<file path="src/rtl/fifo_param.sv">
// Parametrised synchronous FIFO with registered read port, occupancy count,
// programmable almost-empty/almost-full flags and a sticky overflow/underflow error.
module fifo_param #(
    parameter int unsigned DATA_WIDTH = 10,
    parameter int unsigned ADDR_WIDTH = 3
) (
    input  logic                  i_clk,
    input  logic                  i_reset,
    input  logic                  i_push,
    input  logic                  i_pop,
    input  logic [DATA_WIDTH-1:0] i_data_in,
    input  logic [ADDR_WIDTH:0]   i_almost_empty_th,
    input  logic [ADDR_WIDTH:0]   i_almost_full_th,
    input  logic                  i_error_clr,
    output logic [DATA_WIDTH-1:0] o_data_out,
    output logic                  o_valid_out,
    output logic [ADDR_WIDTH:0]   o_count,
    output logic                  o_empty_fifo,
    output logic                  o_full_fifo,
    output logic                  o_almost_empty_fifo,
    output logic                  o_almost_full_fifo,
    output logic                  o_overflow,
    output logic                  o_underflow,
    output logic                  o_error
);

    localparam int unsigned DEPTH = 2 ** ADDR_WIDTH;
    localparam int unsigned CW    = ADDR_WIDTH + 1;

    localparam logic [CW-1:0] DEPTH_C    = CW'(DEPTH);
    localparam logic [CW-1:0] DEPTH_M1_C = CW'(DEPTH - 1);

    logic [DATA_WIDTH-1:0] r_mem [DEPTH];

    logic [ADDR_WIDTH-1:0] r_wr_ptr;
    logic [ADDR_WIDTH-1:0] r_rd_ptr;
    logic [CW-1:0]         r_count;
    logic [DATA_WIDTH-1:0] r_data_out;
    logic                  r_valid_out;
    logic                  r_empty;
    logic                  r_full;
    logic                  r_almost_empty;
    logic                  r_almost_full;
    logic                  r_overflow;
    logic                  r_underflow;
    logic                  r_error;

    logic                  w_is_empty;
    logic                  w_is_full;
    logic                  w_wr_ok;
    logic                  w_rd_ok;
    logic                  w_overflow;
    logic                  w_underflow;
    logic [CW-1:0]         w_count_next;
    logic                  w_empty_next;
    logic                  w_full_next;
    logic                  w_almost_empty_next;
    logic                  w_almost_full_next;
    logic                  w_error_next;

    // Accept decisions use the count as it stands at the clock edge.
    always_comb begin
        w_is_empty  = (r_count == '0);
        w_is_full   = (r_count == DEPTH_C);
        w_wr_ok     = i_push & (~w_is_full | i_pop);
        w_rd_ok     = i_pop & ~w_is_empty;
        w_overflow  = i_push & ~w_wr_ok;
        // A push in the same cycle makes an empty-FIFO pop benign.
        w_underflow = i_pop & w_is_empty & ~i_push;
    end

    always_comb begin
        w_count_next = r_count + CW'(w_wr_ok) - CW'(w_rd_ok);
        w_empty_next = (w_count_next == '0);
        w_full_next  = (w_count_next == DEPTH_C);
        // A zero threshold leaves the range empty, so the flag stays low.
        w_almost_empty_next = (w_count_next != '0) &&
                              (w_count_next <= i_almost_empty_th);
        // Thresholds at or above DEPTH leave the range empty as well.
        w_almost_full_next  = (w_count_next >= i_almost_full_th) &&
                              (w_count_next <= DEPTH_M1_C);
        w_error_next = (r_error & ~i_error_clr) | w_overflow | w_underflow;
    end

    // Storage is not reset; only pointers and count define its validity.
    always_ff @(posedge i_clk) begin
        if (w_wr_ok) begin
            r_mem[r_wr_ptr] <= i_data_in;
        end
    end

    always_ff @(posedge i_clk or negedge i_reset) begin
        if (!i_reset) begin
            r_wr_ptr <= '0;
            r_rd_ptr <= '0;
            r_count  <= '0;
        end else begin
            if (w_wr_ok) begin
                r_wr_ptr <= r_wr_ptr + ADDR_WIDTH'(1);
            end
            if (w_rd_ok) begin
                r_rd_ptr <= r_rd_ptr + ADDR_WIDTH'(1);
            end
            r_count <= w_count_next;
        end
    end

    always_ff @(posedge i_clk or negedge i_reset) begin
        if (!i_reset) begin
            r_data_out  <= '0;
            r_valid_out <= 1'b0;
        end else begin
            r_valid_out <= w_rd_ok;
            if (w_rd_ok) begin
                r_data_out <= r_mem[r_rd_ptr];
            end
        end
    end

    always_ff @(posedge i_clk or negedge i_reset) begin
        if (!i_reset) begin
            r_empty        <= 1'b1;
            r_full         <= 1'b0;
            r_almost_empty <= 1'b0;
            r_almost_full  <= 1'b0;
            r_overflow     <= 1'b0;
            r_underflow    <= 1'b0;
            r_error        <= 1'b0;
        end else begin
            r_empty        <= w_empty_next;
            r_full         <= w_full_next;
            r_almost_empty <= w_almost_empty_next;
            r_almost_full  <= w_almost_full_next;
            r_overflow     <= w_overflow;
            r_underflow    <= w_underflow;
            r_error        <= w_error_next;
        end
    end

    assign o_data_out          = r_data_out;
    assign o_valid_out         = r_valid_out;
    assign o_count             = r_count;
    assign o_empty_fifo        = r_empty;
    assign o_full_fifo         = r_full;
    assign o_almost_empty_fifo = r_almost_empty;
    assign o_almost_full_fifo  = r_almost_full;
    assign o_overflow          = r_overflow;
    assign o_underflow         = r_underflow;
    assign o_error             = r_error;

endmodule

</file>
<file path="config.mk">
export PLATFORM = sky130hd
export DESIGN_NAME = fifo_param
export DESIGN_NICKNAME = d
export VERILOG_FILES = /design/src/rtl/fifo_param.sv
export SDC_FILE = /design/constraint.sdc
export NUM_CORES = 1
export LEC_CHECK = 0
export CAP_MARGIN = 10
export CORE_AREA = 2 2 141 143
export CTS_CLUSTER_SIZE = 14
export DETAILED_ROUTE_END_ITERATION = 12
export DIE_AREA = 0 0 143 145
export GPL_TIMING_DRIVEN = 0
export HOLD_SLACK_MARGIN = 0.1
export PLACE_DENSITY = 0.46
export SLEW_MARGIN = 25
export SYNTH_ARGS = -nofsm -noshare
export SYNTH_HDL_FRONTEND = slang
export SYNTH_SLANG_ARGS = --single-unit
</file>
<file path="constraint.sdc">
create_clock -name i_clk -period 3.2 [get_ports i_clk]
set_input_delay 0.8 -clock i_clk [delete_from_list [all_inputs] [get_ports i_clk]]
set_output_delay 0.8 -clock i_clk [all_outputs]
set_load 0.05 [all_outputs]
</file>
---- Yosys cells after proc, flatten, opt, wreduce, memory -nomap -nowiden ----
Memories as Yosys holds them, arrays and structs flattened. A register that Yosys moved wholly into a read port is not among the register bits.
Index checks and enable logic that the tools add are counted.
word-level totals
  register bits after elaboration ......... 18
  memory bits (writable) .................. 80
  bits of input ports ..................... 23
  output and inout port bits .............. 22
  logic and storage cells ................. 43
  memories kept ........................... 1
memory list
  name   words  bits a word  read ports  clocked after memory_dff  write ports  RTL line  text
  r_mem  8      10           1           1                         1            33        logic [DATA_WIDTH-1:0] r_mem [DEPTH];
cells by class
  add/subtract/negate cells ............... 4
  magnitude comparators ................... 3
  eq/ne operators ......................... 2
  multiplexer cells ....................... 2
  bitwise logic cells ..................... 14
  reduce and logical (&&, ||, !) cells .... 6
operators by type and width
  cell                                                 number
  == test 4 bit, second input constant                 2
  zero test 4 bit                                      2
  adder 3 x 1 -> 3 bit, second input constant          2
  AND 1 bit                                            6
  inverter 1 bit                                       5
  adder 4 x 1 -> 4 bit                                 1
  >= comparator 4 bit                                  1
  <= comparator 4 x 3 -> 1 bit, second input constant  1
  <= comparator 4 bit                                  1
  nonzero test 4 bit                                   1
  subtractor 4 x 1 -> 4 bit                            1
  OR 1 bit                                             3
  logical AND 1 bit                                    2
  2-to-1 mux 1 bit                                     2
  zero test 1 bit                                      1

---- Longest topological paths before layout ----
  depth after elaboration ................. 8
  depth in mapped cells ................... 15
  gate-level depth less buffers ........... 15

---- Worst setup path before layout ----
No wires, ideal clock.
  kind .................................... register to register
  from .................................... register r_count[2], in the netlist o_count[2]
  to ...................................... register r_almost_empty, in the netlist o_almost_empty_fifo
  setup time .............................. 0.123 ns
  data arrival time ....................... 3.476 ns
  data required time ...................... 3.077 ns
  setup slack ............................. -0.399 ns
  cell stages (with the launch flop) ...... 15
  buffers on the path ..................... 0
  clock period less this slack ............ 3.599 ns
  path through ............................ dfrtp_1 -> inv_1 -> ha_1 -> nor4b_1 -> nor2b_1 -> inv_2 -> ha_1 -> inv_1 -> ha_1 -> fa_1 -> ha_1 -> nor2b_1 -> o21ai_0 -> maj3_1 -> o221a_1
on the way
  word-level cells in the longest chain between the ends .. 8
  elaborated cells on any way between the ends .. 12
  those cells by class .................... add/sub (2); order compare (1); eq/ne (1); bitwise (5); reduce/logical (3)
RTL lines
  what                                                              RTL line  text
  from (decl)                                                       37        logic [CW-1:0] r_count;
  from (signal assigned)                                            104       r_count <= w_count_next;
  == test 4 bit                                                     64        w_is_full = (r_count == DEPTH_C);
  inverter 1 bit                                                    65        w_wr_ok = i_push & (~w_is_full | i_pop);
  OR 1 bit                                                          65
  AND 1 bit                                                         65
  adder 4 x 1 -> 4 bit                                              73        w_count_next = r_count + CW'(w_wr_ok) - CW'(w_rd_ok);
  subtractor 4 x 1 -> 4 bit (*)                                     73
  via w_count_next[1]                                               54        logic [CW-1:0] w_count_next;
  <= comparator 4 bit / nonzero test 4 bit (equally long branches)  78, 77
  logical AND 1 bit (*)                                             77        w_almost_empty_next = (w_count_next != '0) &&
  via w_almost_empty_next                                           57        logic w_almost_empty_next;
  to (signal assigned)                                              132       r_almost_empty <= w_almost_empty_next;
  to (decl)                                                         42        logic r_almost_empty;
The timed path passes the listed nets; every way through them passes the cells marked *.
A chain may end at the register's enable or synchronous reset.

---- Worst setup path in the final report ----
  from .................................... register r_count[2], in the netlist o_count[2]
  to ...................................... register r_almost_empty, in the netlist o_almost_empty_fifo
on the way
  elaborated cells on any way between the ends .. 12
  those cells by class .................... add/sub (2); order compare (1); eq/ne (1); bitwise (5); reduce/logical (3)
RTL lines
  what                                                              RTL line  text
  zero test 4 bit (*)                                               63        w_is_empty = (r_count == '0);
  inverter 1 bit (*)                                                66        w_rd_ok = i_pop & ~w_is_empty;
  AND 1 bit (*)                                                     66
  via w_rd_ok                                                       51        logic w_rd_ok;
  subtractor 4 x 1 -> 4 bit (*)                                     73
  via w_count_next[1]                                               54
  <= comparator 4 bit / nonzero test 4 bit (equally long branches)  78, 77
  logical AND 1 bit (*)                                             77
  via w_almost_empty_next                                           57
Marked as above.

==> results list <==
- The final critical path takes up 98.9% of the cycle.
* Area used by multi-input combinational logic: approximately 1300 um2
- The worst setup path is captured at a register.
- TritonCTS built the clock tree.
* P&R area growth vs syn: 31.5%
* Clock latency reported for the late side of the worst-skew pair: ~0.35 ns
- The H-tree generated during clock tree synthesis spans 3 levels.
* Worst slack, placed: -0.878 ns
* DP HPWL: 6.20 mm
- Final core occ: 30.0%
* Minimum clock period after layout: between 3 and 4 ns
- Leaving out fill and tap cells, the most frequent cell in the layout is sky130_fd_sc_hd__edfxtp_1.
* Pin count of the biggest net entering global routing: 21
- Mean post-synth cell area: 18.2 um2
- For this run, the top clock speed supported by timing is 316 MHz.
- Diodes inserted: 0
- Top routing layer in use: met4
- The final count of hold timing violations came to 0.
* Power density of the placed cells: 968 nW/um2
- Summing the areas of all and, or, nand and nor instances in the mapped netlist gives roughly 4.9% of the synthesized area.
* Synthesis-stage register bit count: between 100 and 150
- In this run, the number of DRC markers left after iteration 0 of detailed routing was ~80.
* Sw Share: 35.4%
- Placeable core area: 19200 um2
* Filler Cells Inserted: 1895
* Area fraction in compound gates after synthesis: 2.37%
- In this run, post-CTS hold repair placed 0 buffers.
- Number of nets produced by synthesis: between 200 and 300
- The startpoint identified for the worst register-to-register timing path is o_count[2].
- Summed over all nets, wire length on met3 after detailed routing comes to approximately 350 um.
- Final hold analysis gives a worst-case slack of about 0.33 ns.
* Via total after detailed routing: 2214
- End of the worst register-to-register path: o_almost_empty_fifo
* Clock Tree Buf Depth: 2
- CP Max Fanout: 3
* Relative contribution of sequential cells to total power: a little over a third
* Number of DRC violations after detailed routing: 0
- Reported leakage power: slightly above 2 nW
* Final Setup Violations: 0
- Routed wirelength normalized by instance count: 15.2 um
* Io pins: 45
* Sequential Area: 3110 um2
* Count of placed standard cells in the final layout, fillers left out: between 500 and 600
- Total instance count after detailed placement: roughly 560
* Peak supply drop: ~0.32 mV
* Cell-internal power: approximately 3.6 mW
- Crit path setup slack, layout: roughly 0.034 ns
- Most frequent cells in the layout: sky130_fd_sc_hd__edfxtp_1 (80), sky130_fd_sc_hd__clkdlybuf4s50_1 (41), sky130_fd_sc_hd__dfrtp_1 (25), sky130_fd_sc_hd__mux4_2 (19), sky130_fd_sc_hd__nand2_1 (17)
- Via count of the first global-routing pass: approximately 2300
- Count of max-cap constraint violations: 0
- Antenna Violating Nets Remaining: 0
- In this run the tool buffered the top-level ports with 44 buffer cells.
- Number of library cell types mapped by synthesis: 39
- The die covers approximately 21000 um2.
- Post-synthesis adder-cell area fraction: 4.63%
* Multiplexer fraction of the synthesized cell area: between 10% and 20%
- Proportion of layout cells with a drive suffix above 1: between 30 and 40%
* Worst Skew: around 0.0093 ns
- In this run the power spent charging and discharging nets is 1.97 mW.
* Clock Tree Root: sky130_fd_sc_hd__clkbuf_16
* Cell count after synthesis: ~240
- Startpoint class of the critical path: register
- At the end of the flow, the number of nets in the layout was 350.
* Via-per-instance ratio: ~3.8
* Starting density of the core: between 20% and 30%
- Initial antenna violation count: 0
* Worst setup slack for register-to-register paths: 0.03 ns
* XOR/XNOR share of the synthesized area: approximately 1.7%
* Share of synthesized area occupied by flip-flops and latches: around 71%
- The clock net in this run drives a total of 108 sinks.
* Worst hold-check path type: in2async
- Clock buffers created by TritonCTS: 9
- Count of final max-slew check failures: 0
- Setup repair after global routing could not meet its margin everywhere.
- Part of the power in combinational logic: between 40 and 50%
- GRT Total Usage: a little under a tenth
- After synthesis, the largest family of logic cells by area is multiplexers.
- Clock-pin slew was measured on the worst setup and hold paths at approximately 0.070 ns.
* Outcome: complete, no violations
* Met1 wire length: ~3.8 mm
- By startpoint and endpoint, the worst setup path is classified as reg2reg.
* Worst-Margin Slew: roughly 0.71 ns
- The pre-antenna-repair detailed-routing pass consisted of 4 iterations.
- Worst path arrival time: 3.40 ns
- After detailed routing, the met2 layer carries 4.60 mm of wire.
* Overall overflow remaining after global route: 0
- The congestion estimate from routability-driven global placement came to 0.674.
- First-pass GRT wire length: roughly 14 mm
* Cell area after synthesis: between 4000 and 5000 um2
* Fraction of power consumed by the clock network: 21.1%
- The Yosys step of the flow raised 0 warnings.
- Horizontal extent of the die: 143 um
- Worst-case headroom to the max-slew limit: between 50% and 60%
- Row generation in the floorplan step produced 51 rows.
- STA puts the critical path data required time at between 3 and 4 ns.
- WL final: slightly below 9 mm
- Vertical extent of the die: around 150 um
- The worst register-to-register path has a depth of 14.
==> power groups by stage <==
stage | Combinational [mW] | Clock, mW | Sequential (mW)
6_report | 2.40 | 1.18 | 1.99
3_3_place_gp | 2.20 | 0 | 2.01
2_1_floorplan | 1.24 | 0 | 2.36
3_5_place_dp | 2.27 | 0 | 2.03
4_1_cts | 2.32 | 1.22 | 2.00
5_1_grt | 2.62 | 1.27 | 2.02
==> synthesized netlist by cell type <==
cell / n / area, um2
sky130_fd_sc_hd__a21o_1: 1 / 7.51
sky130_fd_sc_hd__buf_2: 3 / 15.0
sky130_fd_sc_hd__o31ai_1: 1 / 7.51
sky130_fd_sc_hd__buf_4: 2 / 15.0
sky130_fd_sc_hd__mux2i_1: 10 / 100
sky130_fd_sc_hd__a211o_1: 1 / 8.76
sky130_fd_sc_hd__dfrtp_1: 27 / 676
sky130_fd_sc_hd__and2_1: 2 / 12.5
sky130_fd_sc_hd__nor4_1: 1 / 6.26
sky130_fd_sc_hd__o221a_1: 1 / 11.3
sky130_fd_sc_hd__a21oi_2: 1 / 8.76
sky130_fd_sc_hd__o21ai_0: 1 / 5.00
sky130_fd_sc_hd__inv_2: 3 / 11.3
sky130_fd_sc_hd__nor4b_1: 1 / 8.76
sky130_fd_sc_hd__nand2b_1: 3 / 18.8
sky130_fd_sc_hd__nor3b_2: 1 / 12.5
sky130_fd_sc_hd__dfstp_2: 1 / 26.3
sky130_fd_sc_hd__nand2_1: 18 / 67.6
sky130_fd_sc_hd__nor3_1: 5 / 25.0
sky130_fd_sc_hd__buf_6: 2 / 22.5
sky130_fd_sc_hd__o21ai_1: 10 / 50.1
sky130_fd_sc_hd__nor2_1: 4 / 15.0
sky130_fd_sc_hd__inv_1: 11 / 41.3
sky130_fd_sc_hd__xor2_1: 1 / 8.76
sky130_fd_sc_hd__xnor2_1: 4 / 35.0
sky130_fd_sc_hd__or3_4: 1 / 11.3
sky130_fd_sc_hd__mux2_4: 1 / 15.0
sky130_fd_sc_hd__a21oi_1: 1 / 5.00
sky130_fd_sc_hd__or3b_4: 1 / 11.3
sky130_fd_sc_hd__edfxtp_1: 80 / 2400
sky130_fd_sc_hd__mux4_1: 1 / 26.3
sky130_fd_sc_hd__nand2_2: 1 / 6.26
sky130_fd_sc_hd__xor2_2: 1 / 16.3
sky130_fd_sc_hd__fa_1: 1 / 20.0
sky130_fd_sc_hd__ha_1: 13 / 163
sky130_fd_sc_hd__xnor2_2: 1 / 16.3
sky130_fd_sc_hd__mux4_2: 19 / 428
sky130_fd_sc_hd__maj3_1: 2 / 20.0
sky130_fd_sc_hd__nor2b_1: 3 / 18.8
==> worst max-delay path, cell delays in order (launching register included) <==
cell	delay, ns
sky130_fd_sc_hd__dfrtp_2	0.40
sky130_fd_sc_hd__inv_2	0.07
sky130_fd_sc_hd__ha_2	0.15
sky130_fd_sc_hd__or3b_4	0.39
sky130_fd_sc_hd__nand2_4	0.08
sky130_fd_sc_hd__inv_4	0.04
sky130_fd_sc_hd__ha_4	0.25
sky130_fd_sc_hd__inv_2	0.04
sky130_fd_sc_hd__ha_4	0.15
sky130_fd_sc_hd__fa_2	0.48
sky130_fd_sc_hd__ha_4	0.30
sky130_fd_sc_hd__nor2b_4	0.13
sky130_fd_sc_hd__o21ai_2	0.05
sky130_fd_sc_hd__maj3_2	0.30
sky130_fd_sc_hd__o221a_1	0.22
==> repair_timing <==
action | in CTS | in global routing
pin swaps | 3 | 8
setup endpoints to repair | 4 | 2
cloned | 0 | 0
setup buffers | 4 | 6
resized for setup | 8 | 10
==> logic make-up after synthesis <==
logic type                 after synthesis
DFF                                    108
and+or+nand+nor                         41
muxes                                   31
buffers and inverters                   21
AOI/OAI and AO/OA                       17
adders and majority gates               16
xor gates and xnor gates                 7
==> per-layer routing <==
layer / track usage [%] / vias up
li1: - / 1054
met1: 10.9 / 1119
met2: 15.6 / 35
met3: 3.04 / 6
met4: 2.52 / 0
met5: 0 / -
==> stage by stage <==
step / cell area, um2 / TNS (ns) / total power [mW]
CTS: 5680 / 0 / 5.54
global placement: 5190 / -36.66 / 4.21
floorplan: 4420 / -0.100 / 3.60
detailed placement: 5310 / -2.55 / 4.30
global route: 5750 / -0.0484 / 5.91
finish: 5750 / 0 / 5.57
==> registers in the layout, indices dropped and copies added, names as in the netlist, 3 cells and up <==
signal / cells
o_data_out: 10
r_rd_ptr: 3
r_wr_ptr: 3
o_count: 4
r_mem: 80
==> worst max path at each step <==
| stage | start | endpoint | slack, ns | cells past startpoint |
|---|---|---|---|---|
| 2_1_floorplan | o_count[2] | o_almost_empty_fifo | -0.10 | 14 |
| 3_3_place_gp | i_pop | r_mem[0][7] | -1.11 | 5 |
| 3_5_place_dp | i_pop | o_almost_empty_fifo | -0.88 | 13 |
| 4_1_cts | o_count[2] | o_almost_full_fifo | 0.003 | 14 |
| 5_1_grt | o_count[2] | o_almost_empty_fifo | -0.05 | 14 |
| 6_report | o_count[2] | o_almost_empty_fifo | 0.03 | 14 |
==> layout make-up <==
type	instances	area share [%]
Buffer	7	0.913
Clock buffer	10	3.98
Timing Repair Buffer	61	10.3
Clock inverter	6	1.54
Multi-Input combinational cell	112	22.5
Tap cell	265	5.76
Inverter	14	1.00
Sequential cell	108	54.0
Note: power is estimated with default switching activity, not from simulation.
==> variant (config.mk and constraints unchanged) <==
Remove the register `r_overflow`: a continuous assignment takes its place, so the output `o_overflow` follows one clock earlier.
--- a/src/rtl/fifo_param.sv
+++ b/src/rtl/fifo_param.sv
@@ -124,5 +124,4 @@
             r_almost_empty <= 1'b0;
             r_almost_full  <= 1'b0;
-            r_overflow     <= 1'b0;
             r_underflow    <= 1'b0;
             r_error        <= 1'b0;
@@ -132,9 +131,10 @@
             r_almost_empty <= w_almost_empty_next;
             r_almost_full  <= w_almost_full_next;
-            r_overflow     <= w_overflow;
             r_underflow    <= w_underflow;
             r_error        <= w_error_next;
         end
     end
+
+    assign r_overflow = w_overflow;
 
     assign o_data_out          = r_data_out;
Function: changed (Yosys sat finds a counterexample within 10 cycles, from zero or initial values and one cycle with i_reset low).
==> variant against the original RTL <==
Synthesized cell count fell by 0.41%. Critical path type unchanged. Sequential cell count fell by 1. Critical endpoint unchanged. Cell area fell by 1.2%. Total power fell by 0.70%. Synthesized area fell by 0.57%. Die area did not move. Worst setup slack got worse by 15 ps. Largest cell class unchanged. Wire length fell by 3.1%.
==> variant: results (changes against the original RTL) <==
| Metric | Value |
|---|---|
| Outcome | `finished, final reports clean` |
| Worst Clk Skew | `9.52 ps (+0.216 ps)` |
| Hold_ws | `468 ps (+134 ps)` |
| Input/output buffers | `44 (unchanged)` |
| CTS buffer count | `9 (unchanged)` |
| CTS clk-pin slew, worst paths | `70 ps (about the same)` |
| Routed length per placed instance | `14.8 um (-2.6%)` |
| Ys async rst share | `25.2% (-0.69 points)` |
| Reg2reg setup slack | `20 ps (-20 ps)` |
| WP data arrival | `3420 ps (+20 ps)` |
| Final WS setup | `19.3 ps (-15.0 ps)` |
| Sequential area share after synthesis | `70.8% (-0.17 points)` |
| Max FFs per register | `80 (unchanged)` |
| Post-place setup slack | `-877 ps (+0.956 ps)` |
| Vias in the first global route | `2255 (-3.5%)` |
| Cell variety after synth | `39 (unchanged)` |
| CP max stage cell | `fa_2` |
| Sw Ratio | `36.0% (+0.66 points)` |
| Antenna cells | `0 (unchanged)` |
| Fraction of layout cells with a size suffix above 1 | `30.5% (-0.66 points)` |
| Synth top cells by count | `edfxtp_1, dfrtp_1, mux4_2` |
| Synth area leaders | `edfxtp_1, dfrtp_1, mux4_2` |
| Top reg by flops | `r_mem` |
| Slew HR | `51.6% (-1.2 points)` |
| Hold/Removal Path Class | `in2async` |
| First-pass GRT wire length | `13000 um (-4.8%)` |
| DR iter-0 viols | `137 (+76%)` |
| Largest net degree at the start of global routing | `28 (+33%)` |
| Nets@finish | `347 (-0.86%)` |
| Syn nets | `277 (-0.36%)` |
| DP HPWL | `5960 um (-4.0%)` |
| Total track usage | `8.75% (-0.39 points)` |
| Filler cells | `1893 (-0.11%)` |
| Root Driver | `clkbuf_16` |
| Final Hold Vio Count | `0 (unchanged)` |
| Antenna violations before repair | `1 (+1)` |
| DR pass1 iterations | `4 (unchanged)` |
| Routed vias | `2216 (+0.090%)` |
| GPL Wtd Cong | `0.705 (+4.7%)` |
| Slew Viols, Final | `0 (unchanged)` |
| Peak supply drop | `246 uV (-23%)` |
| Post-synth EDFFs | `80 (unchanged)` |
| H-Tree Depth | `3 (unchanged)` |
| Leakage power | `2.03 nW (-1.4%)` |
| Clock buffer depth | `2 (unchanged)` |
variant: cell count changes after synthesis:
cell,before,now
dfrtp_1,27,26
variant: final timing paths:
path,end,cells after the start,start
max in group asynchronous,o_count[3],1,i_reset
min in group i_clk,o_data_out[1],2,o_data_out[1]
worst max register to register,o_almost_empty_fifo,14,o_count[2]
worst max-delay path,o_almost_empty_fifo,14,o_count[2]
worst min-delay path,o_count[0],1,i_reset
worst min register to register,o_data_out[1],2,o_data_out[1]
variant: layout make-up:
class	count	area, sq um	share of cell area (%)
plain buffers	7	52.6	0.924
clock inverters	4	57.6	1.01
repair buffers	59	556	9.77
flip-flops and latches	107	3080	54.2
multi-input cells	112	1300	22.9
well taps	265	332	5.83
inverters	14	57.6	1.01
clock buffers	12	246	4.33
variant: critical path, delay by kind of cell, from the launching register on:
kind	cells	cell delay, ps
DFF	1	410
AOI/OAI and AO/OA	2	270
and+or+nand+nor	3	620
adders and majority gates	6	1600
buffers and inverters	3	170
variant: per-stage QoR:
| stage | area (sq um) | TNS, ps | instances | utilization [%] |
|---|---|---|---|---|
| after global routing | 5690 | -84.2 | 580 | 29.6 |
| after CTS | 5590 | -38.6 | 574 | 29.1 |
| after detailed placement | 5250 | -2730 | 555 | 27.3 |
| final | 5690 | 0 | 580 | 29.6 |
| after global placement | 5170 | -38010 | 549 | 26.9 |
| after floorplan | 4400 | -100 | 240 | - |
variant: timing repair:
action	4_1_cts	5_1_grt
endpoints found under the setup margin	5	2
gates resized for setup	8	12
pin swaps	2	7
setup buffers	3	6
cloned	0	0
variant: per-layer routing:
metal | track usage [%] | vias up | part of all wire, %
li1 | - | 1056 | -
met1 | 11.1 | 1112 | 46
met2 | 13.5 | 36 | 48
met3 | 2.44 | 12 | 3.7
met4 | 4.50 | 0 | 2.1
met5 | 0 | - | 0
variant: power by group through the flow:
stage / combinational (mW) / sequential (mW) / clock [mW]
final: 2.43 / 1.97 / 1.13
after detailed placement: 2.28 / 2.00 / 0
after CTS: 2.32 / 1.97 / 1.17
after global placement: 2.22 / 1.99 / 0
after global routing: 2.63 / 2.01 / 1.22
after floorplan: 1.24 / 2.34 / 0
variant: cells by family after synthesis:
kind of cell             after synthesis  synth area share [%]
AO/OA/AOI/OAI                         17                  2.39
XOR/XNOR                               7                  1.75
adder cells (fa/ha/maj)               16                  4.66
buffers and inverters                 21                  2.42
flip-flops                           107                  70.8
multiplexers                          31                  13.1
AND/OR/NAND/NOR                       41                  4.92
